$ cat src/rtl/hack_pkg.sv
// Shared widths, types and FSM encoding for the Hack register-bank blocks.
package hack_pkg;
   localparam int WORD_W   = 16;
   localparam int ADDR_W   = 3;
   localparam int NUM_REGS = 8;

   typedef logic [WORD_W-1:0] word_t;
   typedef logic [ADDR_W-1:0] addr_t;

   typedef enum logic {IDLE, CLEAR} ram8_state_e;
endpackage

$ cat src/rtl/mux8way16.sv
// 8-way 16-bit selector: a..z picked by s (a for 0, z for 7).
module mux8way16
   import hack_pkg::*;
(
   input  logic [WORD_W-1:0] a,
   input  logic [WORD_W-1:0] b,
   input  logic [WORD_W-1:0] c,
   input  logic [WORD_W-1:0] d,
   input  logic [WORD_W-1:0] w,
   input  logic [WORD_W-1:0] x,
   input  logic [WORD_W-1:0] y,
   input  logic [WORD_W-1:0] z,
   input  logic [ADDR_W-1:0] s,
   output logic [WORD_W-1:0] out
);
   always_comb begin
      out = a;
      case (s)
         3'd0: out = a;
         3'd1: out = b;
         3'd2: out = c;
         3'd3: out = d;
         3'd4: out = w;
         3'd5: out = x;
         3'd6: out = y;
         3'd7: out = z;
         default: out = a;
      endcase
   end
endmodule

$ cat src/rtl/ram8_bank16.sv
// Eight 16-bit registers with a sync write port, 1-cycle registered read port
// (write-first bypass) and a sequential clear sweep that blocks access while busy.
module ram8_bank16
   import hack_pkg::*;
#(
   parameter logic [WORD_W-1:0] CLR_VAL = 16'h0000
) (
   input  logic              clk,
   input  logic              rst_n,
   input  logic [WORD_W-1:0] in_data,
   input  logic [ADDR_W-1:0] wr_addr,
   input  logic              wr_en,
   input  logic [ADDR_W-1:0] rd_addr,
   input  logic              rd_req,
   input  logic              clr_req,
   output logic [WORD_W-1:0] rd_data,
   output logic              rd_valid,
   output logic              busy
);
   ram8_state_e state, state_nxt;
   addr_t       cnt;
   logic [NUM_REGS-1:0][WORD_W-1:0] regs;
   logic [NUM_REGS-1:0]             we;
   word_t       wdata;
   word_t       mux_out;
   logic        idle_acc;
   logic        wr_acc;
   logic        rd_acc;

   // A clear request wins its own cycle: same-edge write/read are dropped.
   assign idle_acc = (state == IDLE) && !clr_req;
   assign wr_acc   = idle_acc && wr_en;
   assign rd_acc   = idle_acc && rd_req;
   assign busy     = (state == CLEAR);
   assign wdata    = busy ? CLR_VAL : in_data;

   always_comb begin
      state_nxt = state;
      case (state)
         IDLE:    if (clr_req) state_nxt = CLEAR;
         CLEAR:   if (cnt == addr_t'(NUM_REGS-1)) state_nxt = IDLE;
         default: state_nxt = IDLE;
      endcase
   end

   always_comb begin
      we = '0;
      if (busy)        we[cnt]     = 1'b1;
      else if (wr_acc) we[wr_addr] = 1'b1;
   end

   mux8way16 u_mux (
      .a(regs[0]), .b(regs[1]), .c(regs[2]), .d(regs[3]),
      .w(regs[4]), .x(regs[5]), .y(regs[6]), .z(regs[7]),
      .s(rd_addr), .out(mux_out)
   );

   always_ff @(posedge clk) begin
      if (!rst_n) begin
         state    <= IDLE;
         cnt      <= '0;
         regs     <= '0;
         rd_data  <= '0;
         rd_valid <= 1'b0;
      end else begin
         state    <= state_nxt;
         if (busy) cnt <= cnt + addr_t'(1);
         for (int i = 0; i < NUM_REGS; i++)
            if (we[i]) regs[i] <= wdata;
         rd_valid <= rd_acc;
         if (rd_acc)
            rd_data <= (wr_acc && (wr_addr == rd_addr)) ? in_data : mux_out;
      end
   end
endmodule

$ cat config.mk
export PLATFORM = sky130hd
export DESIGN_NAME = ram8_bank16
export DESIGN_NICKNAME = d
export VERILOG_FILES = /design/src/rtl/hack_pkg.sv /design/src/rtl/mux8way16.sv /design/src/rtl/ram8_bank16.sv
export SDC_FILE = /design/constraint.sdc
export NUM_CORES = 1
export LEC_CHECK = 0
export ABC_AREA = 1
export BUFFER_PORTS_ARGS = -buffer_cell sky130_fd_sc_hd__buf_2
export CAP_MARGIN = 20
export CORE_MARGIN = 2
export CORE_UTILIZATION = 54
export DETAILED_ROUTE_END_ITERATION = 10
export PLACE_DENSITY_LB_ADDON = 0.15
export REMOVE_ABC_BUFFERS = 1
export SLEW_MARGIN = 20
export SYNTH_ARGS = -nofsm -noshare
export SYNTH_HDL_FRONTEND = slang
export SYNTH_SLANG_ARGS = --single-unit
$ cat constraint.sdc
create_clock -name clk -period 1.6 [get_ports clk]
set_clock_uncertainty 0.1 [all_clocks]
set_input_delay 0.48 -clock clk [delete_from_list [all_inputs] [get_ports clk]]
set_output_delay 0.48 -clock clk [all_outputs]
set_load 0.02 [all_outputs]
After elaboration in Yosys (flattened, before gate mapping)
Cells that the tools add are included.
- bits in registers: 149
- input bits: 27
- logic and storage cells: 47
- equal/unequal tests: 9
- muxes and demuxes: 12
- $add $sub $neg: 1
- bitwise logic cells: 1
- reduce and logical (&&, ||, !) cells: 8
- $lt $le $gt $ge: 4
- operators by type and width (operator ; count):
    $pmux 16 s8 ; 1
    $mux 16 ; 2
    $mux 8 ; 2
    $eq 3x3->1 const B ; 5
    $lt 3x4->1 const B ; 2
    $demux 1 s3 ; 2
    $eq 3x2->1 const B ; 2
    $ge 3x1->1 const B ; 2
    $logic_and 1x1->1 ; 6
    $mux 1 ; 4
    $add 3x1->3 const B ; 1
    $eq 3x1->1 const B ; 1
    $eq 3x3->1 ; 1
    $logic_not 3->1 ; 1
    $pmux 1 s2 ; 1
    $logic_not 1->1 ; 1
    $not 1->1 ; 1

Longest topological paths before layout
- depth in word-level cells: 6
- gate-level depth with buffers: 11
- mapped depth without buffers: 9

Hierarchy
From an unflattened synthesis, not the netlist that was laid out.
- cell total of the unflattened synthesis: 1084
- area, all modules: 7290.7 µm²
- modules (own cells, without submodules) (module ; area an instance (µm²) ; cells each ; seq. area each (µm²) ; times used):
    ram8_bank16 ; 5905.7 ; 809 ; 2982.9 ; 1
    mux8way16 ; 1385.1 ; 275 ; 0.0 ; 1

Worst setup path after synthesis
OpenSTA, ideal clock, no wires.
- path type: in2reg
- start point: input port rd_addr[1]
- end point: register rd_data[12]
- data required time: 1378 ps
- stages: 11
- library setup time: 122 ps
- data arrival time: 1432 ps
- path slack: -54 ps
- cells stage by stage: buf_4 > inv_2 > nand2_1 > nand2_1 > nor2_1 > nand2_2 > inv_2 > buf_4 > nor2_1 > nand2_1 > a21oi_2
- word-level cells in the longest chain between the ends: 3
- elaborated cells between the ends (all ways): 12
- ends and longest elaborated chain (element ; RTL line ; RTL):
    start, declared ; ram8_bank16.sv:13 ; input logic [ADDR_W-1:0] rd_addr,
    $eq 3x3->1, or another cell as far along ; mux8way16.sv:18 ; case (s)
    $pmux 16 s8 / $logic_and 1x1->1 (equally long branches) ; mux8way16.sv:18, ram8_bank16.sv:72 ;
    $mux 16 (*) ; ram8_bank16.sv:72 ; rd_data <= (wr_acc && (wr_addr == rd_addr)) ? in_data : mux_out;
    end signal, assigned ; ram8_bank16.sv:72 ;
    end, declared ; ram8_bank16.sv:16 ; output logic [WORD_W-1:0] rd_data,
Every way passes the cells marked *; elsewhere a longest branch is shown, timed or not.
A chain may end at the register's enable or synchronous reset.

Worst setup path after layout
- start point: register state (netlist: busy)
- end point: output port busy
- RTL lines (element ; RTL line ; RTL):
    start, declared ; ram8_bank16.sv:20 ; ram8_state_e state, state_nxt;
    start signal, assigned ; ram8_bank16.sv:66 ; state <= state_nxt;
    end, declared ; ram8_bank16.sv:18 ; output logic busy
No word-level cell between the ends.

==> results.toml <==
[run_status]
status = "finished with violations"
violations = "setup timing"

[setup_path]
reg2reg_to = "regs[62]"
crit_start = "busy"
cpMaxStageDelayCell = "dfxtp_4"
rr_startpoint = "busy"
crit_family = "flip-flops"
worst_r2r_path_depth = 9
crit_fanout = 6
endpoint_kind = "output port"
cp-start-kind = "flip-flop"
arrival_ns = 1.04
path_class = "flip-flop to output port"
cpPeakStageDelay_ns = 0.37
crit_chain = "buf_8 > buf_6"
reg2reg_setup_slack_ns = 0.05
required_ns = 1.02
path_buf_inv = 2

[clock_network]
cts_tree = "built"
cts-htree-levels = 4
cts.hold.buffers_added = 0
cts.clk_slew.worst_paths_ns = 0.06
clockRootBuffer = "clkbuf_16"
clock_latency_ns = 0.43
ctsLongestPathBuffers = 2
cts_made_buffers = 17
cts_sinks = 149

[yosys]
syn_area_um2 = 6601
synth_top_cell_area_share = 0.4519
synthTopCellsByCount = "172 x nor2_1, 161 x o21ai_0, 149 x dfxtp_1"
synth.area.top_cells = "dfxtp_1 45%, o21ai_0 12%, nor2_1 9.8%"
synth_edf_count = 0
synthCells = 948
synth.most_common_cell = "nor2_1"
ys.flop_type = "dfxtp_1"
ys_warn_count = 0
synth.yosys.seq_area_share = 0.4519
async_flop_share = 0
syn_avg_cell_area_um2 = 6.963
ys_types = 26
synth_seq_cells = 149
synth_top_cell_by_area = "dfxtp_1"

[detailed_routing]
vias = 6570
drt-total-wl_um = 19190
firstDrtPassIters = 5
drtIter0Drc = 636
viasPerCell = 5.498
wire_per_inst_um = 16.06
drtAntennaViolNets = 0
drc = 0

[sta]
rsz0062_at_grt = "yes"
setup_ws_ns = -0.02147
fmax_mhz = 616.7
min_period_ns = 1.621
hold_violations = 0
post-route-period-util = 1.013
report.final.setup_viol = 1
slew_headroom = 0.5959
finalMaxSlewViolations = 0
holdWs_ns = 0.3108
worstMarginPinSlew_ns = 0.6039

[place]
port_buffers = 44
place_ws_ns = -0.2926
place_congestion = 0.8685
place_hpwl_um = 12620
dp.cells = 1160

[grt]
grt_max_degree = 66
antenna_found_initial = 0
overflow = 0
grt_pass1_vias = 5980
grt_first_pass_wirelength_um = 30420
track_usage = 0.2985

[floorplanning]
coreArea_um2 = 11960
die_h_um = 114.6
initial_core_util = 0.5519
num_rows = 40
dieArea_um2 = 13130
die_w_um = 114.6
io_pins = 45

[hold_path]
min_to = "regs[98]"
hold_path_class = "input pin to flip-flop"
min_from = "rst_n"
whs_path_depth = 3

[cells_and_area]
finalNetCount = 1070
diodes = 0
area_growth_pct = 24.62
drive_above_1_share = 0.1908
finalNonFillerCells = 1195

[job]
cap_violations = 0

[power]
p_total_mw = 8.625
p_leak_nw = 3.747
vdd_drop_max_mv = 0.5668
p_per_area_nw_per_um2 = 1048
power breakdown:
part | internal, mW | total [mW] | switching [mW]
clock | 2.11 | 3.58 | 1.47
combinational | 0.401 | 1.07 | 0.666
sequential | 3.89 | 3.98 | 0.0871
total | 6.40 | 8.63 | 2.23
worst min-delay path, delay by kind of cell:
kind	cells	cell delay, ns
buffers and inverters	1	0.18
AO/OA/AOI/OAI	2	0.13
registers in the layout, summed over array words and instances, names as in the netlist:
signal	flops
regs	128
rd_data	16
cnt	3
busy	1
rd_valid	1
kinds of logic after synthesis:
logic type / count (synthesis) / synth area share
fa+ha+maj: 2 / 0.003790
buf+inv: 154 / 0.09591
flops: 149 / 0.4519
simple gates: 356 / 0.2223
compound gates: 287 / 0.2261
per-stage QoR:
step	setup TNS, ns	area (um2)	util
5_1_grt	-0.4641	8227	0.6878
3_3_place_gp	-19.91	7521	0.6288
4_1_cts	-0.03079	8077	0.6752
3_5_place_dp	-24.74	7521	0.6288
6_report	-0.02147	8227	0.6878
2_1_floorplan	-53.09	6336	-
final cells by class:
class | count | area [um2]
fillers | 1026 | 3735
multi-input cells | 645 | 3063
flip-flops and latches | 149 | 2987
repair buffers | 130 | 1114
clock buffers | 19 | 442.9
inverters | 98 | 374.1
well taps | 147 | 183.9
clock inverters | 7 | 62.56
layer usage:
metal / track usage / vias to the layer above / wire, um
li1: - / 3293 / -
met1: 0.4202 / 2963 / 8779
met2: 0.4639 / 281 / 8486
met3: 0.05347 / 33 / 1553
met4: 0.09756 / 0 / 375
met5: 0 / - / 0
cell usage in the layout, fill, tap and decap left out, types with 2 or more instances in the layout:
master and instances:
nor2_1 165, dfxtp_1 148, o21ai_0 144, nand2_1 125, a21oi_1 89, inv_1 86
buf_4 61, buf_2 43, nand4_1 21, o21ai_1 21, clkbuf_16 17, buf_12 16
o22ai_1 15, nand3_1 13, inv_2 10, and3_1 10, nor2_2 8, nand2_2 8
a21oi_2 8, buf_6 8, a211oi_1 7, clkinv_2 5, nor2_4 2, clkinvlp_4 2
o21ai_2 2, ha_1 2, buf_8 2
worst max-delay path by stage:
stage / end / cells past startpoint
finish: busy / 2
floorplan: regs[110] / 7
detailed placement: regs[10] / 9
global placement: regs[12] / 9
CTS: busy / 2
global route: regs[48] / 9
repair_timing:
item                                    CTS  global route
endpoints found under the setup margin   69           140
cloned                                    0             0
pin swaps                                 1            10
resized for setup                        13            49
buffers inserted                          2             7
hold endpoints to repair                  0             0
Note: power is estimated with default switching activity, not from simulation.
